$ cat src/rtl/cuckoo_update_sched.sv
// cuckoo_update_sched: stalls the cuckoo lookup pipeline, drains it and issues host rule-table writes.
// Strobes and lk_enable are gated by rst_n so a write due at a reset edge never reaches the RAMs.
module cuckoo_update_sched #(
  parameter int DRAIN_CYCLES = 4,
  parameter int STARVE_MAX   = 64,
  parameter int BURST_MAX    = 8
) (
  input  logic         clk,
  input  logic         rst_n,
  input  logic         lk_req,
  output logic         lk_enable,
  output logic         upd_active,
  input  logic         cmd_valid,
  output logic         cmd_ready,
  input  logic         cmd_sel,
  input  logic [10:0]  cmd_addr,
  input  logic [113:0] cmd_data,
  output logic         idx_we,
  output logic [10:0]  idx_addr,
  output logic [8:0]   idx_din,
  output logic         ent_we,
  output logic [8:0]   ent_addr,
  output logic [113:0] ent_din,
  output logic         bad_addr,
  output logic [15:0]  wr_count
);
  typedef enum logic [1:0] {RUN, DRAIN, WRITE, SETTLE} state_t;
  localparam logic [7:0] STARVE_LAST = 8'(STARVE_MAX - 1);
  localparam logic [7:0] BURST_LAST  = 8'(BURST_MAX - 1);
  localparam logic [3:0] DRAIN_LAST  = 4'(DRAIN_CYCLES - 1);
  state_t         state_q, state_d;
  logic [7:0]     starve_q, starve_d, burst_q, burst_d;
  logic [3:0]     drain_q, drain_d;
  logic           upd_active_q, upd_active_d;
  logic           idx_we_q, idx_we_d, ent_we_q, ent_we_d;
  logic [10:0]    idx_addr_q, idx_addr_d;
  logic [8:0]     idx_din_q, idx_din_d, ent_addr_q, ent_addr_d;
  logic [113:0]   ent_din_q, ent_din_d;
  logic           bad_addr_q, bad_addr_d;
  logic [15:0]    wr_count_q, wr_count_d;
  logic           accept, ent_ok;
  always_comb begin
    accept   = cmd_valid && state_q == WRITE;
    ent_ok   = cmd_addr[10:9] == 2'b00;
    state_d  = state_q;
    starve_d = cmd_valid ? starve_q : 8'd0;
    drain_d  = drain_q;
    burst_d  = burst_q;
    case (state_q)
      RUN: begin
        starve_d = cmd_valid && lk_req ? starve_q + 8'd1 : starve_d;
        if (cmd_valid && (!lk_req || starve_q == STARVE_LAST)) begin
          state_d = DRAIN;
          drain_d = DRAIN_LAST;
        end
      end
      DRAIN: begin
        drain_d = drain_q - 4'd1;
        state_d = drain_q == 4'd0 ? WRITE : DRAIN;
      end
      WRITE: begin
        burst_d = burst_q + 8'(accept);
        state_d = !cmd_valid || burst_q == BURST_LAST ? SETTLE : WRITE;
      end
      SETTLE: begin
        state_d  = RUN;
        burst_d  = 8'd0;
        starve_d = 8'd0;
      end
    endcase
    upd_active_d = state_d != RUN;
    idx_we_d     = accept && !cmd_sel;
    ent_we_d     = accept && cmd_sel && ent_ok;
    idx_addr_d   = idx_we_d ? cmd_addr : idx_addr_q;
    idx_din_d    = idx_we_d ? cmd_data[8:0] : idx_din_q;
    ent_addr_d   = ent_we_d ? cmd_addr[8:0] : ent_addr_q;
    ent_din_d    = ent_we_d ? cmd_data : ent_din_q;
    bad_addr_d   = bad_addr_q || (accept && cmd_sel && !ent_ok);
    wr_count_d   = (idx_we_d || ent_we_d) && wr_count_q != 16'hFFFF ? wr_count_q + 16'd1 : wr_count_q;
  end
  always_ff @(posedge clk) begin
    if (!rst_n) begin
      state_q      <= RUN;
      starve_q     <= 8'd0;
      burst_q      <= 8'd0;
      drain_q      <= 4'd0;
      upd_active_q <= 1'b0;
      idx_we_q     <= 1'b0;
      ent_we_q     <= 1'b0;
      idx_addr_q   <= 11'd0;
      idx_din_q    <= 9'd0;
      ent_addr_q   <= 9'd0;
      ent_din_q    <= 114'd0;
      bad_addr_q   <= 1'b0;
      wr_count_q   <= 16'd0;
    end else begin
      state_q      <= state_d;
      starve_q     <= starve_d;
      burst_q      <= burst_d;
      drain_q      <= drain_d;
      upd_active_q <= upd_active_d;
      idx_we_q     <= idx_we_d;
      ent_we_q     <= ent_we_d;
      idx_addr_q   <= idx_addr_d;
      idx_din_q    <= idx_din_d;
      ent_addr_q   <= ent_addr_d;
      ent_din_q    <= ent_din_d;
      bad_addr_q   <= bad_addr_d;
      wr_count_q   <= wr_count_d;
    end
  end
  assign lk_enable  = rst_n && lk_req && state_q == RUN;
  assign cmd_ready  = state_q == WRITE;
  assign upd_active = upd_active_q;
  assign idx_we     = rst_n && idx_we_q;
  assign ent_we     = rst_n && ent_we_q;
  assign idx_addr   = idx_addr_q;
  assign idx_din    = idx_din_q;
  assign ent_addr   = ent_addr_q;
  assign ent_din    = ent_din_q;
  assign bad_addr   = bad_addr_q;
  assign wr_count   = wr_count_q;
endmodule

$ cat config.mk
export PLATFORM = sky130hd
export DESIGN_NAME = cuckoo_update_sched
export DESIGN_NICKNAME = d
export VERILOG_FILES = /design/src/rtl/cuckoo_update_sched.sv
export SDC_FILE = /design/constraint.sdc
export NUM_CORES = 1
export LEC_CHECK = 0
export ABC_AREA = 1
export CAP_MARGIN = 10
export CORE_MARGIN = 2
export CORE_UTILIZATION = 25
export CTS_CLUSTER_SIZE = 16
export DETAILED_ROUTE_END_ITERATION = 10
export HOLD_SLACK_MARGIN = 0.02
export PLACE_DENSITY = 0.62
export RECOVER_POWER = 25
export SLEW_MARGIN = 15
export SYNTH_ARGS = -nofsm -noshare
export SYNTH_HDL_FRONTEND = slang
export SYNTH_SLANG_ARGS = --single-unit
$ cat constraint.sdc
create_clock -name clk -period 2.49 [get_ports clk]
set_clock_uncertainty 0.15 [all_clocks]
set_input_delay 0.747 -clock clk [delete_from_list [all_inputs] [get_ports clk]]
set_output_delay 0.747 -clock clk [all_outputs]
set_load 0.05 [all_outputs]
==> impl_metrics.ini <==
[die]
start_util_pct = 25.32
dieArea_sq_mm = 0.03029
core_sq_mm = 0.02855
io_pins = 295
die_h_um = 174.0
rows = 62
die-width_um = 174.0

[clock_tree]
cts_tree = built
post_cts_resized = 116
root_buffer = clkbuf_16
hold_buffers = 0
clock_sinks = 185
path_clk_slew_ns = 0.06
clockBufferDepth = 2
postCtsSetupRepairBufs = 0
htreeDepth = 4
clock_latency_ns = 0.43
cts_buffers = 17

[job]
max_cap_violations = 0

[critical_path]
cp.required_ns = 1.59
crit_buf_inv = 1
crit_type = register to output port
worstSetupStartpointType = register
path_cells = clkdlybuf4s50_1
crit_fanout = 2
cp_slowest_stage_delay_ns = 0.80
critPathTopFamily = buffers and inverters
endpoint_kind = output port
critical_path.slowest_cell = clkdlybuf4s50_1
crit_arrival_ns = 1.55

[detailed_routing]
vias_per_cell = 4.350
wirelength_um = 22890
initialDrtViolationCount = 338
wl_per_cell_um = 13.70
vias = 7264
first_pass_iters = 4
ant_nets = 0
drc = 0

[power_and_ir_drop]
swShare_pct = 25.27
vdd_ir_drop_max_mv = 0.3195
power_mw = 6.283
power_density_mw_per_mm2 = 576.9
p_sw_mw = 1.588
p_seq_share_pct = 47.9
p_int_mw = 4.695
leakage_nw = 4.652
p_comb_share_pct = 9.9
p_clk_share_pct = 42.2

[yosys]
netlist.area_leader.share_pct = 51.24
async_flop_share_pct = 0
synth_most_common_cell = nor2_1
ys_seq_area_share_pct = 51.24
synth.top_cells.by_count = 329 x nor2_1, 185 x dfxtp_1, 156 x o21ai_0
synth_enable_flop_cells = 0
yosys.area.top_type = dfxtp_1
syn-num-nets = 1118
synth_top_cells_by_area = dfxtp_1 51%, nor2_1 17%, o21ai_0 11%
ys_warn_count = 0
yosys_register_bits = 185
yosysUniqueCellTypes = 29
netlist_instances = 979
synth_top_flop_cell = dfxtp_1
synthesis.area_sq_mm = 0.007228
syn_area_per_cell_sq_um = 7.383

[global_routing]
grt_pass1_wl_um = 36380
grt_use_met1_pct = 18.38
grt_pass1_vias = 6805
grt_overflow = 0
use_met3_pct = 5.927
grt_max_degree = 78
track_usage_pct = 14.78
grt.busiest_layer = met2
gr-usage-met2_pct = 23.62
antenna_found_initial = 1

[placed_design]
place_ws_ns = -0.2023
hpwl_um = 16370
routabilityCongestion = 0.8180
io_buffers = 294

[sta]
slew_viol_final = 0
fin_crit_ns = 2.443
final-setup-viol-count = 0
fmax_mhz = 409.3
rsz0062_at_grt = no
fin_crit_sh_pct = 98.12
worst_slack_ns = 0.04685
tightest_slew_ns = 0.7125
hold_viol = 0
slew_headroom_pct = 52.50

[finish]
antenna_cells = 0
area_growth_pct = 50.67
nets = 1412
drive_above_1_share_pct = 6.843
fill_cells = 3083

[status]
outcome = completed

[min_path]
min_path_type = register to register
[power groups by stage]
stage / Clock [mW] / Combinational (mW) / Sequential, mW
floorplan: 0 / 0.243 / 3.13
global placement: 0 / 0.621 / 3.08
detailed placement: 0 / 0.627 / 3.08
CTS: 2.77 / 0.626 / 3.01
global route: 2.85 / 0.685 / 3.01
finish: 2.65 / 0.623 / 3.01
[final cells by class]
type | count | area [sq um] | area share (%)
sequential | 185 | 3704 | 34.01
timing repair buffer | 327 | 2867 | 26.32
clock inverter | 12 | 121.4 | 1.114
inverter | 52 | 197.7 | 1.815
multi-input combinational | 690 | 3084 | 28.32
tap | 384 | 480.5 | 4.412
clock buffer | 20 | 436.7 | 4.010
[cells by family after synthesis]
logic type | count (synthesis) | share of synthesized area, %
AO/OA/AOI/OAI | 193 | 13.83
XOR/XNOR | 7 | 0.8482
adder cells (fa/ha/maj) | 9 | 1.558
buffers and inverters | 104 | 6.231
flip-flops | 185 | 51.24
AND/OR/NAND/NOR | 481 | 26.29
[path summary, 6_finish.rpt]
path                from     endpoint  slack [ns]  cells past startpoint
max reg2reg   state_q[0]   burst_q[4]        0.43                     11
max          ent_din[77]  ent_din[77]        0.05                      1
min reg2reg  starve_q[2]  starve_q[2]        0.32                      2
min          starve_q[2]  starve_q[2]        0.32                      2
[layer usage]
layer / part of all wire, % / vias to the layer above
met2: 45 / 247
met5: 0.052 / -
met1: 44 / 3286
met3: 9.6 / 17
met4: 1.2 / 2
li1: - / 3712
[sequential cells by signal, indices dropped and copies added, names as in the netlist]
register    cells
drain_q         4
wr_count       16
idx_addr       11
bad_addr        1
state_q         2
idx_we_q        1
burst_q         8
ent_din       114
idx_din         9
ent_we_q        1
starve_q        8
ent_addr        9
upd_active      1
[placed cells by master, fill, tap and decap left out, drive strengths merged]
master | netlist | layout
nand4 | 8 | 8
xor2 | 3 | 3
nor3 | 11 | 11
dlymetal6s2s | 0 | 3
o21a | 1 | 1
dfxtp | 185 | 185
nand3 | 21 | 21
clkinvlp | 0 | 3
nand2 | 107 | 107
buf | 23 | 29
o21ai | 157 | 157
ha | 9 | 9
and3 | 1 | 1
clkdlybuf4s50 | 0 | 129
nor4 | 1 | 1
a21oi | 34 | 34
bufinv | 0 | 1
a31oi | 1 | 1
or2 | 1 | 1
clkinv | 0 | 6
xnor2 | 4 | 4
inv | 52 | 54
dlygate4sd2 | 0 | 115
nor2 | 331 | 331
clkbuf | 29 | 71
[stage by stage]
| stage | hold slack, ns | area (sq um) | cells | util [%] | setup TNS (ns) |
|---|---|---|---|---|---|
| after floorplan | 0.2867 | 7236 | 979 | - | 0 |
| after global routing | 0.3457 | 10890 | 1670 | 38.15 | 0 |
| after CTS | 0.3217 | 11120 | 1670 | 38.95 | 0 |
| after detailed placement | 0.3096 | 10700 | 1638 | 37.49 | -16.76 |
| after global placement | 0.2982 | 10700 | 1638 | 37.49 | -17.21 |
| final | 0.3225 | 10890 | 1670 | 38.15 | 0 |
No activity file was read; power rests on OpenSTA's default activity.
